File: src/rtl/muldiv_ctrl_pkg.sv
// muldiv_ctrl_pkg: shared state encoding, op codes and iteration defaults for the mult/div unit
package muldiv_ctrl_pkg;
  typedef enum logic [1:0] {IDLE = 2'd0, RUN = 2'd1, DONE = 2'd2} md_state_t;
  localparam logic [1:0] MD_MULT  = 2'b00;
  localparam logic [1:0] MD_MULTU = 2'b01;
  localparam logic [1:0] MD_DIV   = 2'b10;
  localparam logic [1:0] MD_DIVU  = 2'b11;
  localparam int MUL_CYCLES_DEF = 4;
  localparam int DIV_CYCLES_DEF = 32;
  function automatic logic op_is_div(input logic [1:0] op);
    return op[1];
  endfunction
  function automatic logic op_is_signed(input logic [1:0] op);
    return !op[0];
  endfunction
endpackage

File: src/rtl/muldiv_ctrl_md_iter_counter.sv
// md_iter_counter: loadable down-counter with terminal-count flag at 1
module md_iter_counter #(
  parameter int W = 6
) (
  input  logic         clk,
  input  logic         reset,
  input  logic         load,
  input  logic         dec,
  input  logic [W-1:0] load_val,
  output logic         tc
);
  logic [W-1:0] cnt;
  // load wins over decrement; decrement saturates at zero so the count never wraps
  always_ff @(posedge clk)
    if (reset) cnt <= '0;
    else if (load) cnt <= load_val;
    else if (dec && cnt != '0) cnt <= cnt - 1'b1;
  assign tc = cnt == W'(1);
endmodule

File: src/rtl/muldiv_ctrl.sv
// muldiv_ctrl: mult/div sequencer owning HI/LO write timing; optional MULDIV_DIV0_SKIP_EN skips divide-by-zero
module muldiv_ctrl
  import muldiv_ctrl_pkg::*;
#(
  parameter int MUL_CYCLES = MUL_CYCLES_DEF,
  parameter int DIV_CYCLES = DIV_CYCLES_DEF,
  parameter int CNT_W      = 6
) (
  input  logic       clk,
  input  logic       reset,
  input  logic       EX_MD_Start,
  input  logic [1:0] EX_MD_Op,
  input  logic       EX_Divisor_Zero,
  input  logic       ID_Uses_HiLo,
  output logic       MD_Load,
  output logic       MD_Step,
  output logic       MD_Signed,
  output logic       MD_IsDiv,
  output logic       HiLo_Wen,
  output logic       MD_Busy,
  output logic       MD_Stall
);
  md_state_t state, state_n;
  logic accept, skip, skip_q, tc;
  logic [CNT_W-1:0] load_val;
  assign accept = EX_MD_Start && (state == IDLE || state == DONE);
`ifdef MULDIV_DIV0_SKIP_EN
  assign skip = op_is_div(EX_MD_Op) && EX_Divisor_Zero;
`else
  logic unused_div0;
  assign unused_div0 = EX_Divisor_Zero;
  assign skip = 1'b0;
`endif
  assign load_val = op_is_div(EX_MD_Op) ? CNT_W'(DIV_CYCLES) : CNT_W'(MUL_CYCLES);
  md_iter_counter #(.W(CNT_W)) u_cnt (
    .clk      (clk),
    .reset    (reset),
    .load     (accept),
    .dec      (MD_Step),
    .load_val (load_val),
    .tc       (tc)
  );
  // state register plus op attributes latched on accept
  always_ff @(posedge clk)
    if (reset) begin
      state     <= IDLE;
      MD_Signed <= 1'b0;
      MD_IsDiv  <= 1'b0;
      skip_q    <= 1'b0;
    end else begin
      state <= state_n;
      if (accept) begin
        MD_Signed <= op_is_signed(EX_MD_Op);
        MD_IsDiv  <= op_is_div(EX_MD_Op);
        skip_q    <= skip;
      end
    end
  // next state and strobes; a start seen during RUN is ignored
  always_comb begin
    state_n  = accept ? (skip ? DONE : RUN) : state == RUN ? (tc ? DONE : RUN) : IDLE;
    MD_Load  = accept;
    MD_Step  = state == RUN;
    HiLo_Wen = state == DONE && !skip_q;
    MD_Busy  = state != IDLE;
    MD_Stall = ID_Uses_HiLo && (state == RUN || accept);
  end
endmodule

File: config.mk
export PLATFORM = sky130hd
export DESIGN_NAME = muldiv_ctrl
export DESIGN_NICKNAME = d
export VERILOG_FILES = /design/src/rtl/muldiv_ctrl_pkg.sv /design/src/rtl/muldiv_ctrl_md_iter_counter.sv /design/src/rtl/muldiv_ctrl.sv
export SDC_FILE = /design/constraint.sdc
export NUM_CORES = 1
export LEC_CHECK = 0
export ABC_CLOCK_PERIOD_IN_PS = 3000
export CAP_MARGIN = 15
export CORE_AREA = 2 2 39 41
export CTS_BUF_LIST = sky130_fd_sc_hd__clkbuf_8
export DETAILED_ROUTE_END_ITERATION = 10
export DIE_AREA = 0 0 41 43
export PLACE_DENSITY = 0.69
export SYNTH_ARGS = -nofsm -noshare
export SYNTH_HDL_FRONTEND = slang
export SYNTH_SLANG_ARGS = --single-unit
File: constraint.sdc
create_clock -name clk -period 3 [get_ports clk]
set_input_delay 0.3 -clock clk [delete_from_list [all_inputs] [get_ports clk]]
set_output_delay 0.3 -clock clk [all_outputs]
set_load 0.02 [all_outputs]
==> results of run 1 <==
==> synthesized netlist by cell type (2+ instances only) <==
| master | instances |
|---|---|
| o21a_1 | 2 |
| nand2_1 | 2 |
| ha_1 | 2 |
| mux2_2 | 2 |
| nor3_1 | 4 |
| a21boi_0 | 2 |
| a21oi_1 | 2 |
| nand3_1 | 2 |
| or3_1 | 3 |
| inv_1 | 4 |
| or2_2 | 2 |
| dfxtp_1 | 10 |
==> worst paths after layout <==
check,to,slack [ps]
max,MD_Stall,690
min,MD_IsDiv,460
max reg2reg,u_cnt.cnt[3],1410
min reg2reg,MD_IsDiv,460
==> layout make-up <==
class	count	area, sq um	share of cell area, %
inverter	4	15.01	2.091
tap	16	20.02	2.787
sequential	10	200.2	27.87
timing repair buffer	12	120.1	16.72
multi-input combinational	41	307.8	42.86
clock buffer	4	55.05	7.666
==> stage by stage <==
step | setup WS [ps] | hold slack [ps] | total power (uW) | instances | util (%)
final | 685.7 | 460.6 | 406.2 | 87 | 51.90
after global routing | 579.7 | 499.4 | 428.3 | 87 | 51.90
after CTS | 659.8 | 463.0 | 411.3 | 87 | 51.90
after detailed placement | 667.9 | 455.1 | 236.0 | 83 | 47.92
after global placement | 677.3 | 446.2 | 234.9 | 83 | 47.92
after floorplan | 1421 | 395.8 | 207.4 | 57 | -
==> routing by layer <==
layer	vias up	global-route usage [%]	routed length [um]
met5	-	0	0
met4	0	6.000	10
met3	3	7.853	43
met2	7	23.13	516
met1	212	19.48	510
li1	244	-	-
==> layout by cell type, fill, tap and decap left out, drive strengths merged <==
cell and count:
a2111o 1, a211oi 2, a21boi 2, a21oi 2, a221oi 1, and2b 1, and4 1, clkbuf 4
clkdlybuf4s50 12, dfxtp 10, ha 2, inv 4, mux2 2, mux2i 1, nand2 2, nand2b 1
nand3 2, nand3b 1, nor2 1, nor2b 1, nor3 4, nor4 2, o2111ai 1, o211ai 1
o21a 2, o21ai 1, or2 2, or3 3, or4 1, or4b 1
==> kinds of logic (layout without fill, tap and decap cells) <==
| group | Yosys count | count (layout) | share of synthesized area (%) |
|---|---|---|---|
| DFF | 10 | 10 | 37.65 |
| and+or+nand+nor | 23 | 23 | 28.00 |
| buffers and inverters | 6 | 20 | 4.468 |
| adders and majority gates | 2 | 2 | 4.705 |
| AOI/OAI and AO/OA | 13 | 13 | 19.06 |
| muxes | 3 | 3 | 6.117 |
==> power groups by stage <==
stage	sequential [uW]	combinational [uW]	clock, uW
after global routing	153	91.1	185
after floorplan	154	53.4	0
after global placement	153	81.5	0
final	151	82.1	173
after detailed placement	154	82.4	0
after CTS	151	82.9	177
==> worst register-to-register path, cell delays in order (launching register included) <==
cell      delay [ps]
dfxtp_1          390
or4b_4           510
a2111o_1         410
a211oi_2         210
==> sequential cells by signal (all words and copies together) (netlist names) <==
signal,count
MD_IsDiv,1
u_cnt.cnt,6
MD_Signed,1
state,2
==> results_dict.tcl, run 1 <==
set metrics [dict create \
    arrival_ps 2010 \
    yosysSeqAreaShare_pct 37.65 \
    post-cts-setup-buffers 0 \
    drv_slew 0 \
    routed_wl_um 1081 \
    core_sq_um 1384 \
    synth_top_area_share_pct 37.65 \
    p_int_uw 299.2 \
    fin_setup_tns_ps 0 \
    place_congestion 0.7421 \
    avgSynthCellArea_sq_um 9.329 \
    synth_area_leaders "dfxtp_1, ha_1, mux2_2" \
    clock_power_share_pct 42.5 \
    timing.rr.start "state[0]" \
    vdd_drop_max_mv 0.2771 \
    path_cells "clkdlybuf4s50_1, nand2b_1, inv_1, o21a_1, clkdlybuf4s50_1" \
    leakagePower_uw 0.0002677 \
    antenna_found_initial 0 \
    cts.repair.resized 0 \
    grt_pass1_wl_um 1897 \
    die_x_um 41 \
    dieArea_sq_um 1763 \
    cts_hold_buf 0 \
    synth_seq_cells 10 \
    ys_warn_count 0 \
    grt_use_total_pct 15.91 \
    first_pass_iters 4 \
    h-tree-depth 1 \
    final-hold-violation-count 0 \
    grt_max_degree 17 \
    slowest_delay_ps 590 \
    vias_per_cell 5.356 \
    rr_worst_depth 3 \
    ctsLongestPathBuffers 2 \
    period_needed_ps 2314 \
    endpoint_kind "primary output" \
    critPathBufInv 3 \
    fin_nets 81 \
    io_buffers 12 \
    slew_headroom_pct 69.78 \
    cp-start-kind "input port" \
    antenna_cells 0 \
    worstMarginPinSlew_ps 449.6 \
    clock-sinks 10 \
    cts_buffers 3 \
    drive_above_1_share_pct 15.49 \
    p_seq_share_pct 37.3 \
    rows 14 \
    outcome "finished clean" \
    synth_area_sq_um 531.8 \
    synth_flop_cell "dfxtp_1" \
    comb_power_share_pct 20.2 \
    path_common_cell "clkdlybuf4s50_1" \
    crit_start "EX_MD_Start" \
    io_pins 14 \
    switchingPower_uw 107.0 \
    hold_path_startpoint "MD_IsDiv" \
    max_cap_viol_count 0 \
    clkTransAtPathRegs_ps 50 \
    synthArstFlopShare_pct 0 \
    synth_nets 66 \
    fin_crit_sh_pct 77.14 \
    postRouteAntennaNets 0 \
    clkLatencyLatePin_ps 240 \
    wire_per_inst_um 12.43 \
    yosys.cell_types.count 32 \
    postPlaceCellArea_sq_um 663.1 \
    die_y_um 43 \
    fmax_ghz 0.4321 \
    required_ps 2700 \
    cp.depth 5 \
    vias 466 \
    setup_violations 0 \
    syn_inst 57 \
    clockRootBuffer "clkbuf_8" \
    finClkSkew_ps 1.983 \
    critPathSlowestCell "clkdlybuf4s50_1" \
    design_area_sq_um 718.2 \
    route.detailed.drc 0 \
    start_util_pct 38.43 \
    area_growth_pct 35.06 \
    holdPathStages 2 \
    gr-total-overflow 0 \
    fillers 146 \
    initialDrtViolationCount 3 \
    path_class "in2out" \
    worstPathMaxFanout 16 \
    synth_largest_area_cell "dfxtp_1" \
    cp_top_family "buffers and inverters" \
    synth-edff-count 0 \
    cts_tree "yes" \
    powerDensity_nw_per_um2 565.6 \
    grt_pass1_vias 468 \
    hold_path.class "reg2reg" \
    sw_frac_of_total_pct 26.33 \
    grt_setup_unrepaired "false" \
]
Note: power is estimated with default switching activity, not from simulation.
==> run 2: changes to the inputs <==
--- a/config.mk
+++ b/config.mk
@@ -5,13 +5,13 @@
 export SDC_FILE = /design/constraint.sdc
 export NUM_CORES = 1
 export LEC_CHECK = 0
-export ABC_CLOCK_PERIOD_IN_PS = 3000
+export ABC_CLOCK_PERIOD_IN_PS = 2050
 export CAP_MARGIN = 15
 export CORE_AREA = 2 2 39 41
 export CTS_BUF_LIST = sky130_fd_sc_hd__clkbuf_8
 export DETAILED_ROUTE_END_ITERATION = 10
 export DIE_AREA = 0 0 41 43
-export PLACE_DENSITY = 0.69
+export PLACE_DENSITY = 0.71
 export SYNTH_ARGS = -nofsm -noshare
 export SYNTH_HDL_FRONTEND = slang
 export SYNTH_SLANG_ARGS = --single-unit
==> constraint.sdc (replaced) <==
create_clock -name clk -period 2.05 [get_ports clk]
set_input_delay 0.205 -clock clk [delete_from_list [all_inputs] [get_ports clk]]
set_output_delay 0.205 -clock clk [all_outputs]
set_load 0.02 [all_outputs]
==> run 2 against run 1 <==
Against the previous run:
- flip-flop and latch count unchanged
- clock power rose by 44%
- cell count grew 4.6%
- wire length up 8.1%
- utilization grew 2.2 points
- sequential share of layout area decreased by 1.1 points
- combinational power is 64% higher
- worst setup slack worse by 530 ps
- design area is 4.2% higher
- register-to-register slack worse by 940 ps
- critical path depth decreased by 1
- global-route usage down 0.22 points
==> results_dict.tcl, run 2 (synthesis results as in run 1) <==
set metrics [dict create \
    outcome "finished clean" \
    hold_path.class "reg2reg" \
    grt_pass1_vias 454 \
    stdcell_count 91 \
    worstMarginPinSlew_ps 346.5 \
    cts.repair.resized 0 \
    fin_setup_tns_ps 0 \
    ctsLongestPathBuffers 2 \
    fmax_ghz 0.5284 \
    clockRootBuffer "clkbuf_8" \
    fillers 132 \
    dp_cells 87 \
    largestRegisters "u_cnt.cnt x6, state x2" \
    leakagePower_uw 0.0002870 \
    route.detailed.drc 0 \
    grt_use_total_pct 15.69 \
    gr-total-overflow 0 \
    vias 501 \
    drive_above_1_share_pct 20.00 \
    slowest_delay_ps 590 \
    cts_buffers 3 \
    final_common_cell "clkdlybuf4s50_1" \
    max_cap_viol_count 0 \
    core_sq_um 1384 \
    antenna_found_initial 0 \
    die_y_um 43 \
    initialDrtViolationCount 5 \
    io_buffers 12 \
    arrival_ps 1690 \
    slew_headroom_pct 76.69 \
    switchingPower_uw 158.1 \
    required_ps 1850 \
    path_class "reg2out" \
    largest_register_ffs 6 \
    finClkSkew_ps 4.367 \
    vdd_drop_max_mv 0.3685 \
    clkLatencyLatePin_ps 240 \
    first_pass_iters 4 \
    cts_hold_buf 0 \
    worstPathMaxFanout 6 \
    area_growth_pct 40.71 \
    place_congestion 0.7543 \
    setup_violations 0 \
    endpoint_kind "primary output" \
    h-tree-depth 1 \
    io_pins 14 \
    powerDensity_nw_per_um2 810.0 \
    sw_frac_of_total_pct 26.09 \
    clock_power_share_pct 41.1 \
    final-hold-violation-count 0 \
    critPathSlowestCell "clkdlybuf4s50_1" \
    post-cts-setup-buffers 0 \
    grt_max_degree 9 \
    rows 14 \
    dpl.hpwl_um 874.4 \
    clkTransAtPathRegs_ps 50 \
    clock-sinks 10 \
    start_util_pct 38.43 \
    p_int_uw 447.9 \
    fin_crit_sh_pct 92.32 \
    fin_nets 85 \
    grt_pass1_wl_um 1849 \
    path_cells "nand2b_1, inv_1, o21a_1, clkdlybuf4s50_1" \
    grt_setup_unrepaired "false" \
    dieArea_sq_um 1763 \
    cts_tree "yes" \
    most-common-layout-cells "clkdlybuf4s50_1, dfxtp_1" \
    vias_per_cell 5.505 \
    worst_hold_slack_ps 469.2 \
    drv_slew 0 \
    period_needed_ps 1893 \
    antenna_cells 0 \
    p_seq_share_pct 36.5 \
    die_x_um 41 \
    routed_wl_um 1169 \
    postRouteAntennaNets 0 \
    top_register "u_cnt.cnt" \
    comb_power_share_pct 22.3 \
    wire_per_inst_um 12.85 \
    cp-start-kind "register" \
]
run 2: cell types whose count changed in the layout (fill, tap and decap cells not counted), sizes merged:
| cell | delta |
|---|---|
| buf | +4 |
run 2: power by group through the flow:
stage	Combinational [uW]	Sequential, uW	Clock (uW)
after detailed placement	135	225	0
after floorplan	78.1	225	0
after global placement	133	224	0
final	135	221	249
after CTS	136	221	254
after global routing	148	223	258
run 2: metal layers:
| layer | GRT usage [%] | part of all wire, % | vias to the layer above |
|---|---|---|---|
| met1 | 19.74 | 44 | 236 |
| met4 | 10.00 | 1.2 | 0 |
| met3 | 3.141 | 3.8 | 2 |
| met2 | 23.13 | 51 | 12 |
| li1 | - | - | 251 |
| met5 | 0 | 0 | - |
run 2: worst paths after layout:
path	start	end	slack [ps]	cells past startpoint
worst min-delay path	MD_IsDiv	MD_IsDiv	470	2
worst min register to register	MD_IsDiv	MD_IsDiv	470	2
worst max register to register	u_cnt.cnt[0]	u_cnt.cnt[3]	470	3
worst max-delay path	state[0]	MD_Stall	160	4
run 2: metrics by stage:
step | cell area [sq um] | total power (uW) | setup WS [ps] | utilization (%)
6_report | 748.2 | 606.1 | 157.4 | 54.07
4_1_cts | 748.2 | 610.7 | 139.3 | 54.07
3_5_place_dp | 693.2 | 360.0 | 163.2 | 50.09
5_1_grt | 748.2 | 629.2 | 63.96 | 54.07
3_3_place_gp | 693.2 | 357.1 | 177.5 | 50.09
2_1_floorplan | 531.8 | 303.4 | 471.0 | -
run 2: worst max-delay path: cells and delay by family (launching register included):
kind / cells / cell delay (ps)
compound gates: 1 / 150
simple gates: 1 / 220
buf+inv: 2 / 750
flops: 1 / 340
run 2: final cells by class:
class	instances	area (sq um)	share of cell area (%)
multi-input cells	41	307.8	41.14
inverters	4	15.01	2.007
clock buffers	4	55.05	7.358
flip-flops and latches	10	200.2	26.76
repair buffers	16	150.1	20.07
well taps	16	20.02	2.676
